### config.mk
export PLATFORM = sky130hd
export DESIGN_NAME = mmio_store_sink_flat
export DESIGN_NICKNAME = d
export VERILOG_FILES = /design/src/rtl/riscv_mmio_pkg.sv /design/src/rtl/mmio_store_sink_if.sv /design/src/rtl/mmio_store_sink_sync_fifo.sv /design/src/rtl/mmio_store_sink.sv /design/src/flat_wrapper.sv
export SDC_FILE = /design/constraint.sdc
export NUM_CORES = 1
export LEC_CHECK = 0
export BUFFER_PORTS_ARGS = -buffer_cell sky130_fd_sc_hd__buf_2
export CORE_MARGIN = 5
export CORE_UTILIZATION = 56
export DETAILED_ROUTE_END_ITERATION = 6
export PLACE_DENSITY = 0.86
export SKIP_LAST_GASP = 1
export SYNTH_ARGS = -nofsm -noshare
export SYNTH_HDL_FRONTEND = slang
export SYNTH_SLANG_ARGS = --single-unit
### constraint.sdc
create_clock -name clk -period 3.5 [get_ports clk]
set_clock_uncertainty 0.2 [all_clocks]
set_input_delay 0.7 -clock clk [delete_from_list [all_inputs] [get_ports clk]]
set_output_delay 0.7 -clock clk [all_outputs]
set_load 0.01 [all_outputs]
### src/rtl/riscv_mmio_pkg.sv
// Shared MMIO map for the core's store-side responder: window base, register
// offsets and the queued entry format.
package riscv_mmio_pkg;

  localparam logic [31:0] MMIO_BASE_DEF = 32'h0000_1000;

  // Word offsets inside the 256-byte window (byte addr = base + 4*ofs)
  localparam logic [5:0] CONSOLE_OFS  = 6'h00;
  localparam logic [5:0] SIG_OFS      = 6'h01;
  localparam logic [5:0] HALT_OFS_DEF = 6'h3F;

  typedef struct packed {
    logic [5:0]  ofs;
    logic [31:0] data;
  } mmio_entry_t;

  function automatic logic [5:0] word_ofs(input logic [31:0] byte_addr);
    return byte_addr[7:2];
  endfunction

endpackage

### src/rtl/mmio_store_sink_if.sv
// Store bus from the core plus the valid/ready drain channel to the consumer.
interface mmio_store_sink_if;
  logic [31:0] addr;
  logic [31:0] data;
  logic        we;
  logic        out_valid;
  logic        out_ready;
  logic [5:0]  out_ofs;
  logic [31:0] out_data;

  modport master (
    output addr, data, we, out_ready,
    input  out_valid, out_ofs, out_data
  );

  modport slave (
    input  addr, data, we, out_ready,
    output out_valid, out_ofs, out_data
  );
endinterface

### src/rtl/mmio_store_sink_sync_fifo.sv
// Registered-storage FIFO; occupancy comes from a dedicated counter so pointers
// can wrap freely. A push into a full queue succeeds only alongside a pop.
module sync_fifo #(
  parameter  int WIDTH = 38,
  parameter  int DEPTH = 4,
  localparam int AW    = $clog2(DEPTH),
  localparam int LW    = $clog2(DEPTH) + 1
) (
  input  logic             clk,
  input  logic             rst_n,
  input  logic             push,
  input  logic             pop,
  input  logic [WIDTH-1:0] din,
  output logic [WIDTH-1:0] dout,
  output logic             full,
  output logic             empty,
  output logic [LW-1:0]    level
);

  logic [DEPTH-1:0][WIDTH-1:0] mem;
  logic [AW-1:0]               wr_ptr, rd_ptr;
  logic [LW-1:0]               count;
  logic                        do_push, do_pop;

  assign empty   = (count == '0);
  assign full    = (count == LW'(DEPTH));
  assign do_pop  = pop & ~empty;
  assign do_push = push & (~full | do_pop);
  assign dout    = mem[rd_ptr];
  assign level   = count;

  always_ff @(posedge clk or negedge rst_n) begin
    if (!rst_n) begin
      mem    <= '0;
      wr_ptr <= '0;
      rd_ptr <= '0;
      count  <= '0;
    end else begin
      if (do_push) begin
        mem[wr_ptr] <= din;
        wr_ptr      <= wr_ptr + 1'b1;
      end
      if (do_pop) rd_ptr <= rd_ptr + 1'b1;
      count <= count + LW'(do_push) - LW'(do_pop);
    end
  end

endmodule

### src/rtl/mmio_store_sink.sv
// MMIO store responder: decodes window stores, queues them for a downstream
// consumer and latches a sticky halt flag/code from the HALT word.
module mmio_store_sink
  import riscv_mmio_pkg::*;
#(
  parameter  logic [31:0] MMIO_BASE  = MMIO_BASE_DEF,
  parameter  int          FIFO_DEPTH = 4,
  parameter  logic [5:0]  HALT_OFS   = HALT_OFS_DEF,
  localparam int          LW         = $clog2(FIFO_DEPTH) + 1
) (
  input  logic                 clk,
  input  logic                 rst_n,
  mmio_store_sink_if.slave     bus,
  output logic [LW-1:0]        fifo_level,
  output logic [15:0]          drop_count,
  output logic                 misalign_err,
  output logic                 halt,
  output logic [31:0]          halt_code
);

  logic        in_win, aligned, live, is_halt_wr, push_req, pop, full, empty;
  logic [5:0]  ofs;
  mmio_entry_t in_ent, head;

  assign ofs     = word_ofs(bus.addr);
  assign in_win  = bus.we & (bus.addr[31:8] == MMIO_BASE[31:8]);
  assign aligned = (bus.addr[1:0] == 2'b00);
  // After halt every store is ignored, misaligned ones included
  assign live       = in_win & ~halt;
  assign is_halt_wr = live & aligned & (ofs == HALT_OFS);
  assign push_req   = live & aligned & (ofs != HALT_OFS);
  assign pop        = bus.out_valid & bus.out_ready;
  assign in_ent     = '{ofs: ofs, data: bus.data};

  sync_fifo #(
    .WIDTH ($bits(mmio_entry_t)),
    .DEPTH (FIFO_DEPTH)
  ) u_fifo (
    .clk   (clk),
    .rst_n (rst_n),
    .push  (push_req),
    .pop   (pop),
    .din   (in_ent),
    .dout  (head),
    .full  (full),
    .empty (empty),
    .level (fifo_level)
  );

  assign bus.out_valid = ~empty;
  assign bus.out_ofs   = head.ofs;
  assign bus.out_data  = head.data;

  always_ff @(posedge clk or negedge rst_n) begin
    if (!rst_n) begin
      drop_count   <= '0;
      misalign_err <= 1'b0;
      halt         <= 1'b0;
      halt_code    <= '0;
    end else begin
      if (live & ~aligned) misalign_err <= 1'b1;
      if (is_halt_wr) begin
        halt      <= 1'b1;
        halt_code <= bus.data;
      end
      // A full queue only loses the store when the head is not leaving too
      if (push_req & full & ~pop & (drop_count != 16'hFFFF))
        drop_count <= drop_count + 16'd1;
    end
  end

endmodule

### src/flat_wrapper.sv
// flat-port wrapper written by rule: the top's interface ports become plain ports
module mmio_store_sink_flat import riscv_mmio_pkg::*;
#(
  parameter  logic [31:0] MMIO_BASE  = MMIO_BASE_DEF,
  parameter  int          FIFO_DEPTH = 4,
  parameter  logic [5:0]  HALT_OFS   = HALT_OFS_DEF,
  localparam int          LW         = $clog2(FIFO_DEPTH) + 1
)
  (clk, rst_n, fifo_level, drop_count, misalign_err, halt, halt_code, bus_addr, bus_data, bus_we, bus_out_ready, bus_out_valid, bus_out_ofs, bus_out_data);
  mmio_store_sink_if bus_i ();
  input  logic clk;
  input  logic rst_n;
  output logic [LW-1:0] fifo_level;
  output logic [15:0] drop_count;
  output logic misalign_err;
  output logic halt;
  output logic [31:0] halt_code;
  input wire logic [$bits(bus_i.addr)-1:0] bus_addr;
  input wire logic [$bits(bus_i.data)-1:0] bus_data;
  input wire logic [$bits(bus_i.we)-1:0] bus_we;
  input wire logic [$bits(bus_i.out_ready)-1:0] bus_out_ready;
  output wire logic [$bits(bus_i.out_valid)-1:0] bus_out_valid;
  output wire logic [$bits(bus_i.out_ofs)-1:0] bus_out_ofs;
  output wire logic [$bits(bus_i.out_data)-1:0] bus_out_data;
  assign bus_i.addr = bus_addr;
  assign bus_i.data = bus_data;
  assign bus_i.we = bus_we;
  assign bus_i.out_ready = bus_out_ready;
  assign bus_out_valid = bus_i.out_valid;
  assign bus_out_ofs = bus_i.out_ofs;
  assign bus_out_data = bus_i.out_data;
  mmio_store_sink #(.MMIO_BASE(MMIO_BASE), .FIFO_DEPTH(FIFO_DEPTH), .HALT_OFS(HALT_OFS)) u_core (.clk(clk), .rst_n(rst_n), .bus(bus_i), .fifo_level(fifo_level), .drop_count(drop_count), .misalign_err(misalign_err), .halt(halt), .halt_code(halt_code));
endmodule
[Word level (Yosys, flattened, before mapping)]
Cells that the tools add are included.
Word-level totals
  register bits after elaboration: 209
  bits in latches: 0
  bits in writable memories: 0
  bits in read-only memories: 0
  bits of input ports: 68
  output and inout bits: 92
  word-level logic and storage cells: 50
  memories kept: 0
Operators by class
  add/subtract/negate cells: 5
  $mul: 0
  divide/modulo/power cells: 0
  magnitude comparators: 3
  equal/unequal tests: 5
  shifts and indexed selects: 0
  mux-type cells: 5
  bitwise logic cells: 18
  reductions and logical operators: 3
Operator list (count)
  $bwmux 152: 1
  $bmux 38 s2: 1
  $demux 38 s2: 1
  $mux 38: 2
  $eq 24x5->1 const B: 1
  $add 16x1->16 const B: 1
  $ne 16x16->1 const B: 1
  $and 1x1->1: 12
  $eq 6x6->1 const B: 1
  $lt 2x3->1 const B: 2
  $ne 6x6->1 const B: 1
  $not 1->1: 5
  $add 2x1->2 const B: 2
  $add 3x1->3: 1
  $eq 3x3->1 const B: 1
  $logic_not 3->1: 1
  $sub 3x1->3: 1
  $ge 2x1->1 const B: 1
  $logic_not 2->1: 1
  $logic_and 1x1->1: 1
  $or 1x1->1: 1

[Depth between registers and ports, before layout]
Gate-level depths: netlist of the first run.
  depth after elaboration: 8
  mapped depth: 10
  gate-level depth less buffers: 10

[Hierarchy]
Synthesis of the first run repeated with hierarchy kept, for this count alone.
Unflattened totals
  cells, all modules: 574
  area, all modules: 9251.4 um^2
By module, submodules not included
  sync_fifo: times used 1, cells an instance 406, area an instance 7014.2 um^2, seq. area each 3978.8 um^2
  mmio_store_sink: times used 1, cells an instance 168, area an instance 2237.1 um^2, seq. area each 1251.2 um^2

[Least setup slack after synthesis of the first run]
Ideal clock, no wire load.
  path kind: input-to-reg
  from: input port bus_addr[26]
  to: register u_core.u_fifo.count[2], in the netlist u_core.u_fifo.level[2]
  setup time: 0.123 ns
  arrival time: 2.543 ns
  required time: 3.177 ns
  path slack: 0.634 ns
  stages on the path: 10
  buffers on the path: 0
  path through: nor4b_1 -> nand4_1 -> nor2_1 -> nand3_1 -> ha_1 -> inv_1 -> ha_1 -> fa_1 -> xnor2_1 -> xnor2_1
Between the ends
  cells in the longest elaborated chain, start to end: 8
Ends and longest elaborated chain
  from (decl): line flat_wrapper.sv:18  | input wire logic [$bits(bus_i.addr)-1:0] bus_addr;
  $eq 24x5->1: line mmio_store_sink.sv:26  | assign in_win = bus.we & (bus.addr[31:8] == MMIO_BASE[31:8]);
  $and 1x1->1: line mmio_store_sink.sv:26
  $and 1x1->1: line mmio_store_sink.sv:29  | assign live = in_win & ~halt;
  $and 1x1->1 (2 in a row): line mmio_store_sink.sv:31  | assign push_req = live & aligned & (ofs != HALT_OFS);
  $and 1x1->1: line mmio_store_sink_sync_fifo.sv:28  | assign do_push = push & (~full | do_pop);
  $add 3x1->3: line mmio_store_sink_sync_fifo.sv:44  | count <= count + LW'(do_push) - LW'(do_pop);
  $sub 3x1->3: line mmio_store_sink_sync_fifo.sv:44
  to (signal assigned): line mmio_store_sink_sync_fifo.sv:44
  to (decl): line mmio_store_sink_sync_fifo.sv:22  | logic [LW-1:0] count;
No other way between the ends.
A chain may end at the register's enable or synchronous reset.

[Final worst setup path of the first run]
  from: register u_core.u_fifo.rd_ptr[0]
  to: output port bus_out_data[1]
Between the ends
  cells in the longest elaborated chain, start to end: 2
Ends and longest elaborated chain
  from (decl): line mmio_store_sink_sync_fifo.sv:21  | logic [AW-1:0] wr_ptr, rd_ptr;
  from (signal assigned): line mmio_store_sink_sync_fifo.sv:43  | if (do_pop) rd_ptr <= rd_ptr + 1'b1;
  $bmux 38 s2: line mmio_store_sink_sync_fifo.sv:29  | assign dout = mem[rd_ptr];
  $mux 38 (implied by the code): line mmio_store_sink_sync_fifo.sv:29
  to (decl): line flat_wrapper.sv:24  | output wire logic [$bits(bus_i.out_data)-1:0] bus_out_data;
No other way between the ends. The select of a mux whose other input is x is not followed.

==> metrics, run 1 <==
CTS Buf Count=23; Post-Layout Inst Area=11200 um2; CP Capture Type=output port; DP HPWL=13700 um; delay-heaviest family, CP=multiplexers; Multi-input gate area=3990 um2; Routed Wire Length=20300 um; Routed WL per cell=21.0 um; grt ovf=0; outcome=completed; FFs w/ async S/R, synth=1.00; vias in the first global route=6168; H-tree Lvls=1; global-route wire length before repair=33500 um; layout cell share with drive strength beyond 1=0.601; commonest non-fill, non-tap cells in the layout=207 x dfrtp_1, 158 x buf_2, 107 x mux2_2; unrepaired setup endpoints after global routing=false; pin count of the biggest net entering global routing=77; Mapped Area=9450 um2; Final Util=0.677; # IOs=160; drc violations=0; syn avg cell area=16.9 um2; crit path kind=flop to output port; CTS tree=built; WP data arrival=2.04 ns; Slew @ Worst Pin=0.770 ns; PortBufs=159; Starting DRT DRC Count=250; Most used DFF post-synth=dfrtp_1; Nets=806; Final Cycle Share=0.840; setup_tns=0 ns; worst-skew pair later-pin latency=0.49 ns; Placer Congestion=0.783; Post-CTS Setup Bufs=0; Sink Count=209; Horiz. Die Dim=140 um; post-cts resize count=0; n_diodes=0; starting density of the core=0.570; Slew Limit Fails=0; Cells after Synth=559; die area=19600 um2; total power draw=0.00555 W; gr usage total=0.211; crit-path max FO=24; CP Cell Sequence=buf_4 -> mux4_2 -> buf_2; DRT Pass-1 Iters=4; number of cell rows=47; minimum clock period=2.94 ns; max_cap viols=0; Power Density=494 nW/um2; sequential cell area=5230 um2; setup violators final=0; Slowest cell on crit path=mux4_2; clk buf depth=3; net count after synthesis=635; Max Freq=0.340 GHz; core area=16600 um2; fill count=1130; Yosys reg bits=209; Critical Path Source Type=flop; DP Area=10500 um2; Buf/Inv on CP=2; vias per cell=5.63; leading cell type in the layout, fill and taps excluded=dfrtp_1; Worst Path Required=2.60 ns; synth warn=0; share of the yosys chip area belonging to registers=0.553; clock slew at reported path FFs=0.06 ns; Unique masters post-synth=37; Root Driver=clkbuf_16; hold violation total from the final report=0; delay of the slowest cell on the worst path=0.60 ns; detailed-route via count=5435; Antenna Nets Post-Route=0; number of flops mapped to enable cells by yosys=0; Hold Crit Class=input pin to asynchronous set/reset pin; Area growth, synth to finish=18.8%; maximum vdd drop=0.399 mV; final hold slack=0.0252 ns; hold buffers post-CTS=0; initial antenna violation count=0; P_leak=6.02 nW; Slew HR=0.486; Die H=140 um
[cells in the mapped netlist (4+ instances only)]
library cell  number  area, um2
mux4_2            38        856
nand3_2            4       40.0
buf_6             12        135
nand3_1            9       45.0
inv_1              6       22.5
nand4_1            9       56.3
buf_1              4       15.0
xnor2_1           17        149
buf_2              8       40.0
mux2_2           107       1200
nand2_1            7       26.3
nor2_1             5       18.8
mux2_4            80       1200
dfrtp_1          209       5230
clkbuf_1           5       18.8
ha_1               7       87.6
[metal layers]
metal	vias up	GRT usage	wire [um]	share of wire
li1	2409	-	-	-
met3	36	0.0399	1030	0.051
met2	146	0.368	10500	0.52
met5	-	0	0	0
met4	0	0.0566	457	0.023
met1	2844	0.273	8300	0.41
[through the flow]
stage	setup slack [ns]	cells
2_1_floorplan	0.634	559
3_3_place_gp	0.398	925
3_5_place_dp	0.288	925
4_1_cts	0.487	965
5_1_grt	0.393	965
6_report	0.561	965
[report_power, final]
part | switching (W) | internal (W) | leakage (nW) | total, W
clock network | 0.000922 | 0.00144 | 0.359 | 0.00236
registers | 0.0000675 | 0.00245 | 2.90 | 0.00252
logic | 0.000366 | 0.000301 | 2.76 | 0.000668
total | 0.00136 | 0.00419 | 6.02 | 0.00555
[final cells by class]
type,instances,share of cell area
timing repair buffer,176,0.0864
clock buffer,36,0.0592
multi-input combinational,314,0.356
inverter,6,0.00201
sequential,209,0.466
clock inverter,4,0.00624
tap,220,0.0245
[flip-flops by register name, indices dropped and copies added (netlist names)]
register / cells
u_core.u_fifo.mem: 152
u_core.u_fifo.rd_ptr: 2
u_core.drop_count: 16
u_core.u_fifo.wr_ptr: 2
u_core.halt_code: 32
u_core.u_fifo.level: 3
u_core.halt: 1
u_core.misalign_err: 1
[logic make-up after synthesis]
family	count (synthesis)	synth area share
xor gates and xnor gates	19	0.0176
DFF	209	0.553
muxes	225	0.345
adders and majority gates	8	0.0114
buffers and inverters	36	0.0253
AOI/OAI and AO/OA	3	0.00450
and+or+nand+nor	59	0.0430
[final timing paths]
path / from / slack, ns / cells after the start / end
min reg2reg: u_core.misalign_err / 0.27 / 2 / u_core.misalign_err
max reg2reg: u_core.halt / 0.80 / 6 / u_core.u_fifo.mem[23]
min: rst_n / 0.03 / 1 / u_core.u_fifo.mem[144]
max: u_core.u_fifo.rd_ptr[0] / 0.56 / 3 / bus_out_data[1]
min in group clk: u_core.misalign_err / 0.27 / 2 / u_core.misalign_err
max in group asynchronous: rst_n / 2.15 / 2 / u_core.u_fifo.mem[20]
No activity file was read; power rests on OpenSTA's default activity.
==> run 2: changes to the inputs <==
Settings changed: CORE_UTILIZATION 56 to 51, PLACE_DENSITY 0.86 to 0.82.
Clock period 3.5 ns to 2.7 ns, I/O delays scaled along.
==> run 2 against run 1 <==
  * Core utilization down 4.8 points
  * Setup slack worse by 0.46 ns
  * First-iteration DRC count up 5.2%
  * Clock-buffer cell count down 4
  * Flip-flop and latch count unchanged
  * Hold slack better by 0.11 ns
  * Critical path depth unchanged
  * Largest cell class unchanged
  * Sequential power up 29%
==> metrics, run 2 (synthesized netlist as in run 1, its figures left out) <==
pin count of the biggest net entering global routing=72 (-6.5%); CTS Buf Count=22 (-4.3%); detailed-route via count=5464 (+0.53%); worst-skew pair later-pin latency=0.49 ns (about the same); n_diodes=0 (unchanged); Placer Congestion=0.776 (-0.96%); fin worst setup slack=0.0977 ns (-0.463 ns); Slew HR=0.599 (+0.112); hold violation total from the final report=0 (unchanged); drc violations=0 (unchanged); DRT Pass-1 Iters=6 (+2); # IOs=160 (unchanged); gr usage total=0.195 (-0.0163); unrepaired setup endpoints after global routing=false; clk buf depth=3 (unchanged); commonest non-fill, non-tap cells in the layout=207 x dfrtp_1, 158 x buf_2, 107 x mux2_2; PortBufs=159 (unchanged); Reg with most FFs=u_core.u_fifo.mem; Die H=146 um (+4.4%); Horiz. Die Dim=146 um (+4.4%); crit path kind=flop to output port; setup violators final=0 (unchanged); crit-path max FO=23 (-4.2%); Starting DRT DRC Count=263 (+5.2%); Power Density=625 nW/um2 (+27%); minimum clock period=2.60 ns; CTS tree=built; clock slew at reported path FFs=0.06 ns (about the same); initial antenna violation count=0 (unchanged); Routed WL per cell=20.9 um (-0.59%); leading cell type in the layout, fill and taps excluded=dfrtp_1; P_leak=6.09 nW (+1.1%); number of cell rows=49 (+4.3%); Post-CTS Setup Bufs=0 (unchanged); DP HPWL=13400 um (-2.7%); Slew Limit Fails=0 (unchanged); grt ovf=0 (unchanged); max_cap viols=0 (unchanged); Post-Layout Inst Area=11400 um2 (+1.3%); die area=21400 um2 (+9.1%); Slew @ Worst Pin=0.602 ns (-0.168 ns); H-tree Lvls=1 (unchanged); top flop regs=u_core.u_fifo.mem (152), u_core.halt_code (32), u_core.drop_count (16); worst slack, placed=-0.282 ns (-0.570 ns); Worst Path Required=1.96 ns (-0.64 ns); global-route wire length before repair=34000 um (+1.4%); Final Cycle Share=0.964; vias per cell=5.58 (-0.90%); CP Capture Type=output port; core area=18100 um2 (+9.1%); outcome=completed; Max Freq=0.384 GHz; Critical Path Source Type=flop; DP Area=10700 um2 (+1.5%); Area growth, synth to finish=20.3%; Nets=813 (+0.87%); Root Driver=clkbuf_16; vias in the first global route=6180 (+0.19%); starting density of the core=0.523 (-0.0474); Routed Wire Length=20500 um (+0.86%); max reg flops=152 (unchanged); maximum vdd drop=0.409 mV (+2.6%); Hold Crit Class=input pin to flop; Sink Count=209 (unchanged); layout cell share with drive strength beyond 1=0.609 (+0.00799); WP data arrival=1.86 ns (-0.18 ns); Antenna Nets Post-Route=0 (unchanged)
run 2: cell types whose count changed in the layout (fill, tap and decap cells not counted), sizes merged:
cell | before | now
dlygate4sd3 | 0 | 1
clkinv | 2 | 4
bufinv | 2 | 1
buf | 175 | 182
clkbuf | 37 | 33
run 2: report_power, final:
part / switching [W] / internal, W / total, W
Sequential: 0.0000589 / 0.00318 / 0.00324
Combinational: 0.000531 / 0.000433 / 0.000965
Clock: 0.00118 / 0.00173 / 0.00291
run 2: metrics by stage:
stage,hold slack [ns],utilization,cells,TNS [ns],power [W]
2_1_floorplan,0.0444,-,559,0,0.00385
3_3_place_gp,0.256,0.589,941,-0.0741,0.00423
3_5_place_dp,0.287,0.589,941,-6.40,0.00426
4_1_cts,0.109,0.628,979,0,0.00720
5_1_grt,0.126,0.629,979,0,0.00743
6_report,0.131,0.629,979,0,0.00711
run 2: area by class of cell:
class / instances / area [um2]
tap: 229 / 287
timing repair buffer: 184 / 1130
clock buffer: 32 / 639
clock inverter: 5 / 50.0
multi-input combinational: 314 / 4010
fill: 1275 / 6720
inverter: 6 / 22.5
sequential: 209 / 5230
run 2: path summary, 6_finish.rpt:
path                                    startpoint                endpoint  slack, ns  depth (start not counted)
max                        u_core.u_fifo.rd_ptr[0]          bus_out_ofs[4]        0.1                          3
min                                    bus_data[5]    u_core.u_fifo.mem[5]       0.13                          2
max reg2reg                 u_core.u_fifo.level[1]  u_core.u_fifo.level[2]       0.20                          8
min reg2reg                   u_core.drop_count[9]    u_core.drop_count[9]       0.29                          1
max in group asynchronous                    rst_n  u_core.u_fifo.mem[150]       1.18                          3
min in group asynchronous                    rst_n   u_core.u_fifo.mem[29]       0.43                          2
run 2: critical path, stage by stage, from the launching register on:
cell and delay, ns:
dfrtp_2 0.41, buf_12 0.24, mux4_2 0.55, buf_2 0.16
run 2: what timing repair did:
action	in CTS	in global routing
setup endpoints to repair	16	2
hold buffers	1	0
gates resized for setup	2	2
hold endpoints to repair	66	0
run 2: metal layers:
metal	global-route usage	part of all wire	up-vias
li1	-	-	2416
met1	0.249	0.41	2897
met2	0.347	0.53	114
met3	0.0285	0.039	37
met4	0.0546	0.023	0
met5	0	0	-
==> run 3: changes to the inputs <==
Settings changed: CORE_MARGIN 5 to default, SETUP_SLACK_MARGIN from default to 0.5, SKIP_CTS_REPAIR_TIMING from default to 1.
==> run 3 against run 2 <==
  * The run now ends with design-rule violations left
  * Non-clock buffer count rose by 19
  * Hold slack better by 0.013 ns
  * Global-route usage grew 2.6 points
  * Wire length rose by 7.0%
  * Sequential share of layout area down 2.8 points
  * Cell area rose by 6.6%
  * Die area decreased by 11%
  * Register-to-register slack better by 0.10 ns
  * Critical endpoint is now bus_out_data[5]
  * Largest cell class unchanged
==> metrics, run 3 (synthesized netlist as in run 1, its figures left out) <==
top flop regs=u_core.u_fifo.mem (152), u_core.halt_code (32), u_core.drop_count (16); maximum vdd drop=0.438 mV (+7.0%); pin count of the biggest net entering global routing=119 (+65%); Slowest cell on crit path=mux4_2; Slew Limit Fails=0 (unchanged); n_diodes=0 (unchanged); failing checks=design-rule violations; outcome=complete, but fails checks; clock power share=0.419 (+0.010); max reg flops=152 (unchanged); unrepaired setup endpoints after global routing=true; Routed Wire Length=21900 um (+7.0%); leading cell type in the layout, fill and taps excluded=dfrtp_1; worst slack, placed=-0.154 ns (+0.128 ns); grt ovf=0 (unchanged); Die H=138 um (-5.5%); Max Freq=0.382 GHz (-0.68%); Hold Crit Class=input pin to flop; crit path kind=flop to output port; detailed-route via count=5652 (+3.4%); net switching power=0.00180 W (+1.7%); vias in the first global route=6340 (+2.6%); CP Cell Sequence=buf_12 -> mux4_2 -> buf_2; gr usage total=0.220 (+0.0256); Reg with most FFs=u_core.u_fifo.mem; Antenna Nets Post-Route=0 (unchanged); P_leak=6.39 nW (+4.9%); minimum clock period=2.62 ns (+0.0178 ns); Worst Path Required=1.96 ns (about the same); Post-Layout Inst Area=12100 um2 (+6.6%); die area=19100 um2 (-11%); max_cap viols=0 (unchanged); global-route wire length before repair=33600 um (-1.2%); starting density of the core=0.523 (unchanged); layout cell share with drive strength beyond 1=0.651 (+0.0413); H-tree Lvls=1 (unchanged); fin worst setup slack=0.0799 ns (-0.0178 ns); worst-skew pair later-pin latency=0.50 ns (about the same); Slew @ Worst Pin=0.628 ns (+0.0261 ns); Horiz. Die Dim=138 um (-5.5%); clk buf depth=3 (unchanged); crit-path max FO=18 (-22%); Area growth, synth to finish=28.2%; vias per cell=5.66 (+1.4%); core area=18100 um2 (unchanged); CTS Buf Count=23 (+4.5%); number of cell rows=49 (unchanged); DP Area=10800 um2 (+0.96%); Logic pwr share=0.142 (+0.006); CP Capture Type=output port; # IOs=160 (unchanged); sequential share of power=0.439 (-0.016); Root Driver=clkbuf_16; setup violators final=0 (unchanged); Starting DRT DRC Count=232 (-12%); Final Cycle Share=0.970 (+0.00658); DRT Pass-1 Iters=7 (+1); setup_tns=0 ns (unchanged); DP HPWL=13400 um (about the same); PortBufs=159 (unchanged); Critical Path Source Type=flop; Slew HR=0.581 (-0.0174); CTS tree=built; WP data arrival=1.88 ns (+0.02 ns); Power Density=608 nW/um2 (-2.8%); drc violations=19 (+19); Nets=833 (+2.5%); initial antenna violation count=0 (unchanged); sw frac=0.244 (-0.00476); hold violation total from the final report=0 (unchanged); clock slew at reported path FFs=0.06 ns (about the same); commonest non-fill, non-tap cells in the layout=206 x dfrtp_1, 157 x buf_2, 110 x mux2_4; delay of the slowest cell on the worst path=0.55 ns (about the same); Sink Count=209 (unchanged); final hold slack=0.144 ns (+0.0129 ns); Placer Congestion=0.779 (+0.49%); Routed WL per cell=21.9 um (+4.9%); Int Power=0.00557 W (+4.3%)
[run 3: cell count changes in the layout (fill, tap and decap cells not counted), moves of 8 or more]
cell | before | now
buf_6 | 0 | 9
mux2_2 | 107 | 77
mux2_4 | 80 | 110
nand3_4 | 0 | 8
[run 3: power by group through the flow]
stage,logic (W),registers [W],clock network [W]
finish,0.00104,0.00324,0.00309
CTS,0.000981,0.00325,0.00316
floorplan,0.000603,0.00327,0
global placement,0.000943,0.00331,0
detailed placement,0.000975,0.00331,0
global route,0.00114,0.00324,0.00329
[run 3: area by class of cell]
| type | count | area, um2 |
|---|---|---|
| timing repair buffer | 203 | 1480 |
| fill | 1221 | 5970 |
| inverter | 6 | 22.5 |
| tap | 229 | 287 |
| clock buffer | 34 | 677 |
| sequential | 209 | 5240 |
| clock inverter | 4 | 70.1 |
| multi-input combinational | 314 | 4340 |
[run 3: stage by stage]
| stage | total power [W] | util | cells |
|---|---|---|---|
| after floorplan | 0.00387 | - | 559 |
| after global placement | 0.00425 | 0.595 | 940 |
| after detailed placement | 0.00428 | 0.595 | 940 |
| after CTS | 0.00740 | 0.636 | 978 |
| after global routing | 0.00767 | 0.670 | 999 |
| final | 0.00737 | 0.670 | 999 |
[run 3: path summary, 6_finish.rpt]
path,end,startpoint,depth (start not counted),slack (ns)
worst max-delay path,bus_out_data[5],u_core.u_fifo.rd_ptr[0],3,0.08
worst max register to register,u_core.u_fifo.level[2],u_core.u_fifo.level[0],8,0.30
worst min register to register,u_core.drop_count[9],u_core.drop_count[9],1,0.29
max in group asynchronous,u_core.u_fifo.mem[1],rst_n,3,1.30
worst min-delay path,u_core.u_fifo.mem[29],bus_data[29],2,0.14
min in group asynchronous,u_core.u_fifo.mem[144],rst_n,3,0.47
[run 3: metal layers]
metal	routed length, um	track usage	up-vias	share of wire
met5	0	0	-	0
met4	531	0.0615	0	0.024
met3	896	0.0339	36	0.041
met2	11500	0.397	156	0.52
met1	9000	0.276	3012	0.41
li1	-	-	2448	-
[run 3: worst max-delay path, delay by kind of cell, from the launching register on]
kind / cells / cell delay (ns)
buf+inv: 2 / 0.37
flops: 1 / 0.47
mux: 1 / 0.55
